[src/rtl/shift_seq_ctrl_pkg.sv]
// Shared types and helpers for the shift-register sequencer.
// State codes are fixed because downstream debug tooling decodes them.
package shift_seq_ctrl_pkg;

  typedef enum logic [1:0] {
    IDLE = 2'd0,
    RUN  = 2'd1,
    DONE = 2'd2
  } state_e;

  localparam int WIDTH_DEF = 8;
  localparam int DIV_W_DEF = 8;

  // Bits needed to count 0..width inclusive.
  function automatic int cnt_w(input int width);
    return $clog2(width + 1);
  endfunction

endpackage

[src/rtl/shift_seq_ctrl_if.sv]
// Host-side request/response bundle of the shift-register sequencer.
// The host drives master; the sequencer implements slave.
interface shift_seq_ctrl_if
  import shift_seq_ctrl_pkg::*;
#(
  parameter int WIDTH = WIDTH_DEF,
  parameter int DIV_W = DIV_W_DEF
);

  logic             start_valid;
  logic             start_ready;
  logic [WIDTH-1:0] tx_word;
  logic [DIV_W-1:0] div;
  logic             abort;
  logic [WIDTH-1:0] rx_word;
  logic             rx_valid;
  logic             busy;

  modport master (
    output start_valid,
    output tx_word,
    output div,
    output abort,
    input  start_ready,
    input  rx_word,
    input  rx_valid,
    input  busy
  );

  modport slave (
    input  start_valid,
    input  tx_word,
    input  div,
    input  abort,
    output start_ready,
    output rx_word,
    output rx_valid,
    output busy
  );

endinterface

[src/rtl/shift_seq_ctrl_bit_rate_div.sv]
// Bit-rate divider: counts 0..div_q and flags the last count of each bit period.
// Compares for equality only, so the counter never needs to wrap.
module bit_rate_div
  import shift_seq_ctrl_pkg::*;
#(
  parameter int DIV_W = DIV_W_DEF
) (
  input  logic             clk,
  input  logic             rst,
  input  logic             clr,
  input  logic [DIV_W-1:0] div_q,
  output logic             strobe
);

  logic [DIV_W-1:0] cnt;

  assign strobe = (cnt == div_q);

  // NOTE: clocked state uses non-blocking (<=) so every flop samples pre-edge values.
  always_ff @(posedge clk or negedge rst) begin
    if (!rst) begin
      cnt <= '0;
    end else if (clr || strobe) begin
      cnt <= '0;
    end else begin
      cnt <= cnt + DIV_W'(1);
    end
  end

endmodule

[src/rtl/shift_seq_ctrl.sv]
// Sequencer for an external enabled shift register: paces WIDTH shifts at a
// programmable bit rate, serialises tx_word LSB-first and captures the parallel result.
module shift_seq_ctrl
  import shift_seq_ctrl_pkg::*;
#(
  parameter int WIDTH = WIDTH_DEF,
  parameter int DIV_W = DIV_W_DEF
) (
  input  logic             clk,
  input  logic             rst,
  shift_seq_ctrl_if.slave  bus,
  input  logic             serial_in,
  output logic             tx_out,
  output logic             sr_en,
  output logic             sr_d,
  input  logic [WIDTH-1:0] sr_q
);

  localparam int              BC_W     = cnt_w(WIDTH);
  localparam logic [BC_W-1:0] LAST_BIT = BC_W'(WIDTH - 1);

  state_e           state;
  state_e           state_nxt;
  logic [WIDTH-1:0] tx_shadow;
  logic [DIV_W-1:0] div_q;
  logic [BC_W-1:0]  bit_cnt;
  logic [WIDTH-1:0] rx_word_q;
  logic             rx_valid_q;

  logic strobe;
  logic accept;
  logic run_abort;
  logic bit_done;
  logic div_clr;

  assign accept    = (state == IDLE) && bus.start_valid;
  assign run_abort = (state == RUN) && bus.abort;
  // An abort cycle never counts as a bit, even if it lands on the strobe.
  assign bit_done  = (state == RUN) && strobe && !bus.abort;
  assign div_clr   = (state != RUN) || bus.abort;

  bit_rate_div #(
    .DIV_W (DIV_W)
  ) u_div (
    .clk    (clk),
    .rst    (rst),
    .clr    (div_clr),
    .div_q  (div_q),
    .strobe (strobe)
  );

  always_ff @(posedge clk or negedge rst) begin
    if (!rst) begin
      state <= IDLE;
    end else begin
      state <= state_nxt;
    end
  end

  // NOTE: state_nxt gets its default first so no path leaves it unassigned (no latch).
  always_comb begin
    state_nxt = state;
    case (state)
      IDLE: begin
        if (bus.start_valid) begin
          state_nxt = RUN;
        end
      end
      RUN: begin
        if (bus.abort) begin
          state_nxt = IDLE;
        end else if (bit_done && (bit_cnt == LAST_BIT)) begin
          state_nxt = DONE;
        end
      end
      DONE: begin
        state_nxt = IDLE;
      end
      default: begin
        state_nxt = IDLE;
      end
    endcase
  end

  // Transfer datapath: shadowed word and rate are frozen for the whole transfer.
  always_ff @(posedge clk or negedge rst) begin
    if (!rst) begin
      tx_shadow <= '0;
      div_q     <= '0;
      bit_cnt   <= '0;
    end else if (accept) begin
      tx_shadow <= bus.tx_word;
      div_q     <= bus.div;
      bit_cnt   <= '0;
    end else if (run_abort) begin
      tx_shadow <= '0;
      bit_cnt   <= '0;
    end else if (bit_done) begin
      tx_shadow <= {1'b0, tx_shadow[WIDTH-1:1]};
      bit_cnt   <= bit_cnt + BC_W'(1);
    end
  end

  // Capture happens in the single DONE cycle, after the last shift has landed in sr_q.
  always_ff @(posedge clk or negedge rst) begin
    if (!rst) begin
      rx_word_q  <= '0;
      rx_valid_q <= 1'b0;
    end else begin
      rx_valid_q <= (state == DONE);
      if (state == DONE) begin
        rx_word_q <= sr_q;
      end
    end
  end

  assign tx_out          = tx_shadow[0];
  assign sr_en           = bit_done;
  assign sr_d            = serial_in;
  assign bus.start_ready = (state == IDLE);
  assign bus.busy        = (state == RUN) || (state == DONE);
  assign bus.rx_word     = rx_word_q;
  assign bus.rx_valid    = rx_valid_q;

endmodule

[src/flat_wrapper.sv]
// flat-port wrapper written by rule: the top's interface ports become plain ports
module shift_seq_ctrl_flat import shift_seq_ctrl_pkg::*;
#(
  parameter int WIDTH = WIDTH_DEF,
  parameter int DIV_W = DIV_W_DEF
)
  (clk, rst, serial_in, tx_out, sr_en, sr_d, sr_q, bus_start_valid, bus_tx_word, bus_div, bus_abort, bus_start_ready, bus_rx_word, bus_rx_valid, bus_busy);
  shift_seq_ctrl_if #(.WIDTH(WIDTH), .DIV_W(DIV_W)) bus_i ();
  input  logic clk;
  input  logic rst;
  input  logic serial_in;
  output logic tx_out;
  output logic sr_en;
  output logic sr_d;
  input  logic [WIDTH-1:0] sr_q;
  input wire logic [$bits(bus_i.start_valid)-1:0] bus_start_valid;
  input wire logic [$bits(bus_i.tx_word)-1:0] bus_tx_word;
  input wire logic [$bits(bus_i.div)-1:0] bus_div;
  input wire logic [$bits(bus_i.abort)-1:0] bus_abort;
  output wire logic [$bits(bus_i.start_ready)-1:0] bus_start_ready;
  output wire logic [$bits(bus_i.rx_word)-1:0] bus_rx_word;
  output wire logic [$bits(bus_i.rx_valid)-1:0] bus_rx_valid;
  output wire logic [$bits(bus_i.busy)-1:0] bus_busy;
  assign bus_i.start_valid = bus_start_valid;
  assign bus_i.tx_word = bus_tx_word;
  assign bus_i.div = bus_div;
  assign bus_i.abort = bus_abort;
  assign bus_start_ready = bus_i.start_ready;
  assign bus_rx_word = bus_i.rx_word;
  assign bus_rx_valid = bus_i.rx_valid;
  assign bus_busy = bus_i.busy;
  shift_seq_ctrl #(.WIDTH(WIDTH), .DIV_W(DIV_W)) u_core (.clk(clk), .rst(rst), .bus(bus_i), .serial_in(serial_in), .tx_out(tx_out), .sr_en(sr_en), .sr_d(sr_d), .sr_q(sr_q));
endmodule
[config.mk]
export PLATFORM = sky130hd
export DESIGN_NAME = shift_seq_ctrl_flat
export DESIGN_NICKNAME = d
export VERILOG_FILES = /design/src/rtl/shift_seq_ctrl_pkg.sv /design/src/rtl/shift_seq_ctrl_if.sv /design/src/rtl/shift_seq_ctrl_bit_rate_div.sv /design/src/rtl/shift_seq_ctrl.sv /design/src/flat_wrapper.sv
export SDC_FILE = /design/constraint.sdc
export NUM_CORES = 1
export LEC_CHECK = 0
export ABC_AREA = 0
export CORE_MARGIN = 8
export CORE_UTILIZATION = 45
export CTS_CLUSTER_SIZE = 10
export DETAILED_ROUTE_END_ITERATION = 12
export PLACE_DENSITY = 0.72
export SYNTH_ARGS = -nofsm -noshare
export SYNTH_HDL_FRONTEND = slang
export SYNTH_SLANG_ARGS = --single-unit
export TNS_END_PERCENT = 30
[constraint.sdc]
create_clock -name clk -period 2.05 [get_ports clk]
set_clock_uncertainty 0.1 [all_clocks]
set_input_delay 0.615 -clock clk [delete_from_list [all_inputs] [get_ports clk]]
set_output_delay 0.615 -clock clk [all_outputs]
set_load 0.02 [all_outputs]
# After elaboration in Yosys (flattened, before gate mapping)
# Index checks and enable logic that the tools add are counted.
word_totals:
  reg_bits: 39
  elab_cells: 39
  inputBits: 29
  output_inout_bits: 14
op_classes:
  n_reduce_logical: 12
  addsub: 2
  eq_ne: 7
  muxes: 11
ops:
  columns: ["op", "n"]
  rows:
  - ["$mux W8", 4]
  - ["$mux W4", 3]
  - ["$add A8 B1 Y8 const B", 1]
  - ["$eq A8 B8 Y1", 1]
  - ["$mux W2", 3]
  - ["$logic_and A1 B1 Y1", 5]
  - ["$add A4 B1 Y4 const B", 1]
  - ["$eq A4 B3 Y1 const B", 1]
  - ["$pmux W2 S2", 1]
  - ["$logic_or A1 B1 Y1", 3]
  - ["$ne A3 B3 Y1 const B", 1]
  - ["$reduce_bool A3 Y1", 1]
  - ["$eq A2 B1 Y1 const B", 1]
  - ["$eq A2 B2 Y1 const B", 1]
  - ["$logic_not A2 Y1", 1]
  - ["$ne A2 B1 Y1 const B", 1]
  - ["$ne A2 B2 Y1 const B", 1]
  - ["$reduce_and A2 Y1", 1]
  - ["$logic_not A1 Y1", 1]

# Logic depth before layout (Yosys ltp)
# Gate-level depths: netlist of run 1.
depth:
  word_depth: 7
  depth_mapped: 8
  ltp_nobuf: 6

# Modules after synthesis
# Synthesis of run 1 repeated with hierarchy kept, for this count alone.
unflattened:
  hier_cells: 168
  hier_area_um2: 1878.1
modules_own_cells:
  columns: ["module", "cells_per_inst", "seq_area_each_um2", "area_each_um2", "instances"]
  rows:
  - ["shift_seq_ctrl", 122, 775.7, 1356.3, 1]
  - ["bit_rate_div", 46, 200.2, 521.8, 1]

# Least setup slack after synthesis of run 1
# No wires, ideal clock.
synth_path:
  kind: "input -> output"
  startpoint: "in bus_abort"
  endpoint: "out sr_en"
  n_path_buf: 1
  stages: 3
  slack_ns: -0.276
  arrival_ns: 1.611
  t_required_ns: 1.335
  cell_sequence: "nand2b_1 > clkbuf_1 > nor3_1"
synth_between:
  elab_chain_len: 2
synth_lines:
  columns: ["item", "line_no", "text"]
  rows:
  - ["start, declared", "flat_wrapper.sv:19", "input wire logic [$bits(bus_i.abort)-1:0] bus_abort;"]
  - ["$logic_not A1 Y1", "shift_seq_ctrl.sv:39", "assign bit_done = (state == RUN) && strobe && !bus.abort;"]
  - ["$logic_and A1 B1 Y1", "shift_seq_ctrl.sv:39", null]
  - ["end, declared", "flat_wrapper.sv:13", "output logic sr_en;"]
# Every way passes these cells.

# Worst setup path in the final report of run 1
layout_path:
  startpoint: "reg u_core.u_div.cnt[5]"
  endpoint: "out sr_en"
layout_between:
  elab_chain_len: 3
layout_lines:
  columns: ["item", "line_no", "text"]
  rows:
  - ["start, declared", "shift_seq_ctrl_bit_rate_div.sv:15", "logic [DIV_W-1:0] cnt;"]
  - ["start signal, assigned", "shift_seq_ctrl_bit_rate_div.sv:26", "cnt <= cnt + DIV_W'(1);"]
  - ["$eq A8 B8 Y1", "shift_seq_ctrl_bit_rate_div.sv:17", "assign strobe = (cnt == div_q);"]
  - ["$logic_and A1 B1 Y1 (2 in a row)", "shift_seq_ctrl.sv:39", null]
# Every way passes these cells.

==> out/results.tsv, run 1 <==
stage	metric	value	unit
yosys	avgSynthCellArea	10.8	um^2
grt	grt_pass1_vias	1683	
power	power.leakage	1.26	nW
yosys	syn_area	0.00196	mm^2
layout	layout-drive-gt1-share	0.292	
layout	area_delta_synth_final	41.9	%
yosys	yosys.area_share.adder	0.0319	
clock_tree	numCtsBuffers	5	
detailed_routing	viasPerCell	5.22	
worst_setup_path	crit_chain	xnor2_2 > nand4_4 > nor3_4 > buf_6	
grt	grt.total_usage	0.150	
yosys	synth_cell_type_count	36	
layout	nFillCells	347	
detailed_routing	wl	4.47	mm
die	rows	24	
timing	fmax	0.455	GHz
detailed_routing	post_drt_wl_per_cell	14.7	um
detailed_routing	ant_nets	0	
die	coreArea	0.00426	mm^2
detailed_routing	drtIter0Drc	54	
clock_tree	cts_buffer_depth	2	
run_status	status	finished with violations	
die	start_util	0.459	
timing	tightest_slew	444	ps
yosys	synth_top_family_by_area	simple AND/OR/NAND/NOR gates	
flow_run	cap_violations	0	
yosys	syn-num-nets	215	
clock_tree	cts.sinks	39	
die	io_pins	43	
yosys	synth_top_area_cell	dfrtp_1	
placement	portBuffers	40	
layout	stdcell_count	305	
worst_setup_path	reg2reg_depth	8	
worst_setup_path	rr_endpoint	u_core.tx_shadow[2]	
layout	antenna_cells	0	
placement	hpwl	3.37	mm
detailed_routing	routed-via-count	1591	
worst_setup_path	worst_setup_path_end_kind	output port	
timing	drv_slew	0	
worst_setup_path	cp.depth	4	
die	die_w	82.0	um
grt	antenna_found_initial	0	
grt	grt_max_degree	22	
power	p_per_area	1270	mW/mm^2
worst_setup_path	required	1330	ps
timing	rsz0062_at_grt	true	
placement	globalplace.congestion	0.845	
clock_tree	htree_levels	2	
yosys	synthTopCellsByArea	dfrtp_1 (50%), nand2_1 (6.1%), mux2_2 (4.6%)	
worst_setup_path	slowest_stage	dfrtp_1	
worst_setup_path	cp_data_arrival_time	1480	ps
yosys	synthMuxAreaShare	0.0562	
timing	fin_crit	2200	ps
worst_setup_path	r2r_slack	170	ps
timing	slew_headroom	0.704	
yosys	synth_compound_area_frac	0.100	
yosys	synth.top_cell.area_share	0.498	
clock_tree	clkTransAtPathRegs	70	ps
placement	dpl.cell_count	293	
yosys	yosys.area_share.simple	0.209	
timing	post-route-period-util	1.07	
timing	setup_viol	1	
yosys	synth_warnings	0	
die	dieHeight	82.0	um
worst_setup_path	critPathMaxStageDelay	410	ps
clock_tree	cts_tree	yes	
clock_tree	clkLatencyLatePin	290	ps
grt	grt_pass1_wl	7.87	mm
grt	grt_overflow	0	
worst_setup_path	cp_num_buf_inv	1	
detailed_routing	firstDrtPassIters	4	
power	finalPower	3.52	mW
power	vdd_ir_drop_max	0.000645	V
worst_setup_path	start_kind	flip-flop	
worst_setup_path	r2r_start	u_core.state[1]	
clock_tree	root_buffer	clkbuf_8	
layout	nNetsFinal	286	
yosys	synth_xor_area_frac	0.0741	
worst_setup_path	crit_family	flip-flops	
yosys	ys_seq_area_frac	0.498	
timing	setup_ws	-146	ps
detailed_routing	drc	0	
worst_setup_path	worstPathMaxFanout	2	
yosys	postSynthCellCount	181	
timing	hold_viol_final	0	
run_status	violations	negative setup slack	
worst_hold_path	hold_path_class	input port to asynchronous set/reset pin	
die	die_area	0.00672	mm^2
yosys	ys_ff_latch	39	
worst_setup_path	worstSetupPathType	flip-flop to output port	
==> through the flow <==
step                utilization  TNS [ps]  hold WS (ps)  instance area, um^2  setup WS (ps)
floorplan                     -         0           219                 1970           7.35
global placement          0.613     -4110           381                 2610           -799
detailed placement        0.613     -3930           387                 2610           -798
CTS                       0.650      -153           167                 2770           -153
global route              0.652      -202           192                 2780           -202
finish                    0.652      -146           156                 2780           -146
==> Yosys cell counts, drive strengths merged <==
library cell,instances
o21ai,2
and3,9
nand4,4
o221a,7
nand2,32
o311ai,2
buf,5
nor2b,2
inv,3
ha,5
nor3,9
clkbuf,4
dfrtp,39
nand3,9
xnor2,12
a211oi,1
nand3b,1
o31ai,3
nand2b,3
nor2,9
a21oi,3
mux2i,2
a311o,1
a31oi,1
xor2,2
and2,1
and4,2
mux2,8
==> timing repair <==
item / CTS / global route
pin swaps: 3 / 3
buffers inserted: 4 / 0
hold buffers: 0 / 0
gates resized for setup: 19 / 4
setup endpoints to repair: 5 / 3
==> registers in the layout, indices dropped and copies added (netlist names) <==
register	flops
u_core.bit_cnt	4
u_core.bus.rx_valid	1
u_core.bus.rx_word	8
u_core.div_q	8
u_core.state	2
u_core.tx_shadow	8
u_core.u_div.cnt	8
==> final cells by class <==
cell class              instances  area [um^2]  area share
inverters                       3         11.3     0.00405
repair buffers                 73          646       0.232
clock buffers                   8          100      0.0360
multi-input cells             130          980       0.353
flip-flops and latches         39          977       0.352
well taps                      52         65.1      0.0234
==> routing by layer <==
metal  GRT usage  wire, um
met3      0.0558       455
met1       0.176      1890
met2       0.248      2050
met4      0.0474        72
met5           0         0
==> where the power goes <==
part           internal (mW)  total (mW)  switching, mW
sequential              1.03        1.20          0.171
combinational          0.889        1.76          0.866
clock                  0.307       0.565          0.258
==> placed cells by master, fill, tap and decap left out, drive strengths merged <==
master,count
clkdlybuf4s50,35
mux2,8
a31oi,1
o311ai,2
nand3,9
ha,5
o21ai,2
buf,37
inv,3
nand3b,1
dlygate4sd2,1
xor2,2
nor3,9
nor2,9
clkbuf,8
xnor2,12
nand2,32
a21oi,3
o31ai,3
and3,9
nand2b,3
mux2i,2
dfrtp,39
and2,1
o221a,7
nand4,4
and4,2
a211oi,1
nor2b,2
a311o,1
==> worst max-delay path by stage <==
| stage | start | end | slack, ps |
|---|---|---|---|
| final | u_core.u_div.cnt[5] | sr_en | -150 |
| after global routing | u_core.u_div.cnt[5] | sr_en | -200 |
| after CTS | u_core.div_q[5] | sr_en | -150 |
| after detailed placement | bus_abort | sr_en | -800 |
| after global placement | bus_abort | sr_en | -800 |
| after floorplan | bus_abort | sr_en | 7 |
==> logic make-up (layout without fill, tap and decap cells) <==
kind of cell,after synthesis,after routing
buffers and inverters,12,84
adders and majority gates,5,5
muxes,10,10
and+or+nand+nor,81,81
xor gates and xnor gates,14,14
DFF,39,39
AOI/OAI and AO/OA,20,20
(Power assumes the default switching activity.)
==> run 2: changes to the inputs <==
--- a/config.mk
+++ b/config.mk
@@ -10,7 +10,9 @@
 export CORE_UTILIZATION = 45
 export CTS_CLUSTER_SIZE = 10
 export DETAILED_ROUTE_END_ITERATION = 12
+export GPL_TIMING_DRIVEN = 0
 export PLACE_DENSITY = 0.72
+export RECOVER_POWER = 25
 export SYNTH_ARGS = -nofsm -noshare
 export SYNTH_HDL_FRONTEND = slang
 export SYNTH_SLANG_ARGS = --single-unit
==> run 2 against run 1 <==
The run still ends with negative setup slack left. Largest power group unchanged. Sequential share of layout area is 2.0 points higher. Combinational power is 7% lower. Via count is 5.2% lower. Critical path depth is 1 higher. Critical path type is now input port to output port.
==> out/results.tsv, run 2 (synthesis results as in run 1) <==
stage	metric	value	unit
detailed_routing	drc	0	
grt	grt.total_usage	0.140	
clock_tree	cts.sinks	39	
placement	portBuffers	40	
layout	final_common_cell	dfrtp_1	
timing	fmax	0.452	GHz
timing	tightest_slew	874	ps
worst_setup_path	slowest_stage	clkdlybuf4s15_2	
clock_tree	htree_levels	2	
worst_setup_path	worstPathMaxFanout	10	
clock_tree	clkTransAtPathRegs	70	ps
worst_setup_path	rr_endpoint	u_core.bit_cnt[3]	
die	die_w	82.0	um
run_status	violations	negative setup slack	
layout	area_delta_synth_final	34.3	%
die	die_area	0.00672	mm^2
timing	fin_crit	2210	ps
worst_setup_path	cp_num_buf_inv	3	
timing	post-route-period-util	1.08	
worst_setup_path	worstSetupPathType	input port to output port	
timing	setup_tns	-162	ps
clock_tree	cts_buffer_depth	2	
timing	setup_viol	1	
worst_setup_path	reg2reg_depth	6	
power	p_per_area	1270	mW/mm^2
detailed_routing	firstDrtPassIters	4	
layout	antenna_cells	0	
timing	setup_ws	-162	ps
worst_setup_path	crit_chain	clkdlybuf4s15_2 > nand2b_4 > buf_8 > nor3_4 > buf_6	
worst_setup_path	start_kind	input port	
layout	layout.cells.most_common_list	dfrtp_1 (37), clkdlybuf4s50_1 (35), nand2_1 (32), buf_4 (11)	
die	io_pins	43	
layout	nNetsFinal	270	
clock_tree	root_buffer	clkbuf_8	
worst_setup_path	required	1330	ps
power	vdd_ir_drop_max	0.000666	V
grt	antenna_found_initial	0	
layout	layout-drive-gt1-share	0.251	
grt	grt_pass1_wl	7.31	mm
timing	hold_viol_final	0	
placement	globalplace.congestion	0.786	
grt	grt_pass1_vias	1583	
timing	drv_slew	0	
worst_setup_path	critPathMaxStageDelay	220	ps
worst_setup_path	crit_family	buffers and inverters	
worst_setup_path	worst_setup_path_end_kind	output port	
worst_setup_path	r2r_start	u_core.state[1]	
clock_tree	clkLatencyLatePin	290	ps
detailed_routing	wl	4.38	mm
placement	hpwl	3.00	mm
die	dieHeight	82.0	um
grt	grt_max_degree	40	
die	rows	24	
worst_setup_path	crit_start	bus_abort	
grt	grt_overflow	0	
worst_setup_path	r2r_slack	140	ps
worst_setup_path	cp.depth	5	
worst_hold_path	hold_path_class	input port to asynchronous set/reset pin	
detailed_routing	post_drt_wl_per_cell	15.3	um
worst_setup_path	worstSetupEndpoint	sr_en	
power	finalPower	3.34	mW
run_status	status	finished with violations	
worst_setup_path	cp_data_arrival_time	1500	ps
detailed_routing	routed-via-count	1508	
detailed_routing	ant_nets	0	
power	power.leakage	1.15	nW
detailed_routing	viasPerCell	5.25	
die	coreArea	0.00426	mm^2
timing	slew_headroom	0.417	
detailed_routing	drtIter0Drc	61	
flow_run	cap_violations	0	
timing	rsz0062_at_grt	true	
clock_tree	numCtsBuffers	5	
die	start_util	0.459	
clock_tree	cts_tree	yes	
[run 2: metrics by stage]
step                worst slack [ps]  cells  area [um^2]  hold WS (ps)  utilization
finish                          -162    287         2630           331        0.617
global placement               -1180    273         2430           388        0.571
floorplan                       7.35    181         1970           219            -
global route                    -213    287         2630           402        0.617
CTS                             -165    283         2600           364        0.610
detailed placement             -1180    273         2430           391        0.570
[run 2: power by group]
group	leakage [nW]	switching, mW	internal [mW]
logic	0.609	0.847	0.796
clock network	0.0371	0.252	0.227
registers	0.501	0.189	1.03
total	1.15	1.29	2.05
[run 2: layout make-up]
class	instances	area, um^2
Inverter	3	11.3
Tap cell	52	65.1
Timing Repair Buffer	48	448
Sequential cell	39	978
Buffer	9	58.8
Clock buffer	6	72.6
Fill cell	375	1630
Multi-Input combinational cell	130	996
[run 2: what timing repair did]
item,in CTS,in global routing
endpoints found under the hold margin,0,0
pin swaps,7,4
setup buffers,4,4
resized for setup,29,5
endpoints found under the setup margin,6,4
hold buffers,0,0
[run 2: routing by layer]
| layer | global-route usage | part of all wire | routed length [um] |
|---|---|---|---|
| met4 | 0.0404 | 0.012 | 52 |
| met2 | 0.219 | 0.46 | 2020 |
| met1 | 0.174 | 0.44 | 1910 |
| met5 | 0 | 0 | 0 |
| met3 | 0.0569 | 0.090 | 393 |
[run 2: worst min-delay path by stage]
stage	start	endpoint	depth (start not counted)
2_1_floorplan	rst	u_core.bit_cnt[0]	0
3_3_place_gp	u_core.bus.rx_word[2]	u_core.bus.rx_word[2]	1
3_5_place_dp	u_core.div_q[1]	u_core.div_q[1]	2
4_1_cts	rst	u_core.tx_shadow[5]	1
5_1_grt	rst	u_core.tx_shadow[5]	1
6_report	rst	u_core.tx_shadow[5]	1
[run 2: worst reg2reg max path, delay by kind of cell (launching register included)]
kind,cells,cell delay [ps]
AOI/OAI and AO/OA,2,430
adders and majority gates,1,150
buffers and inverters,1,80
DFF,1,390
and+or+nand+nor,2,630
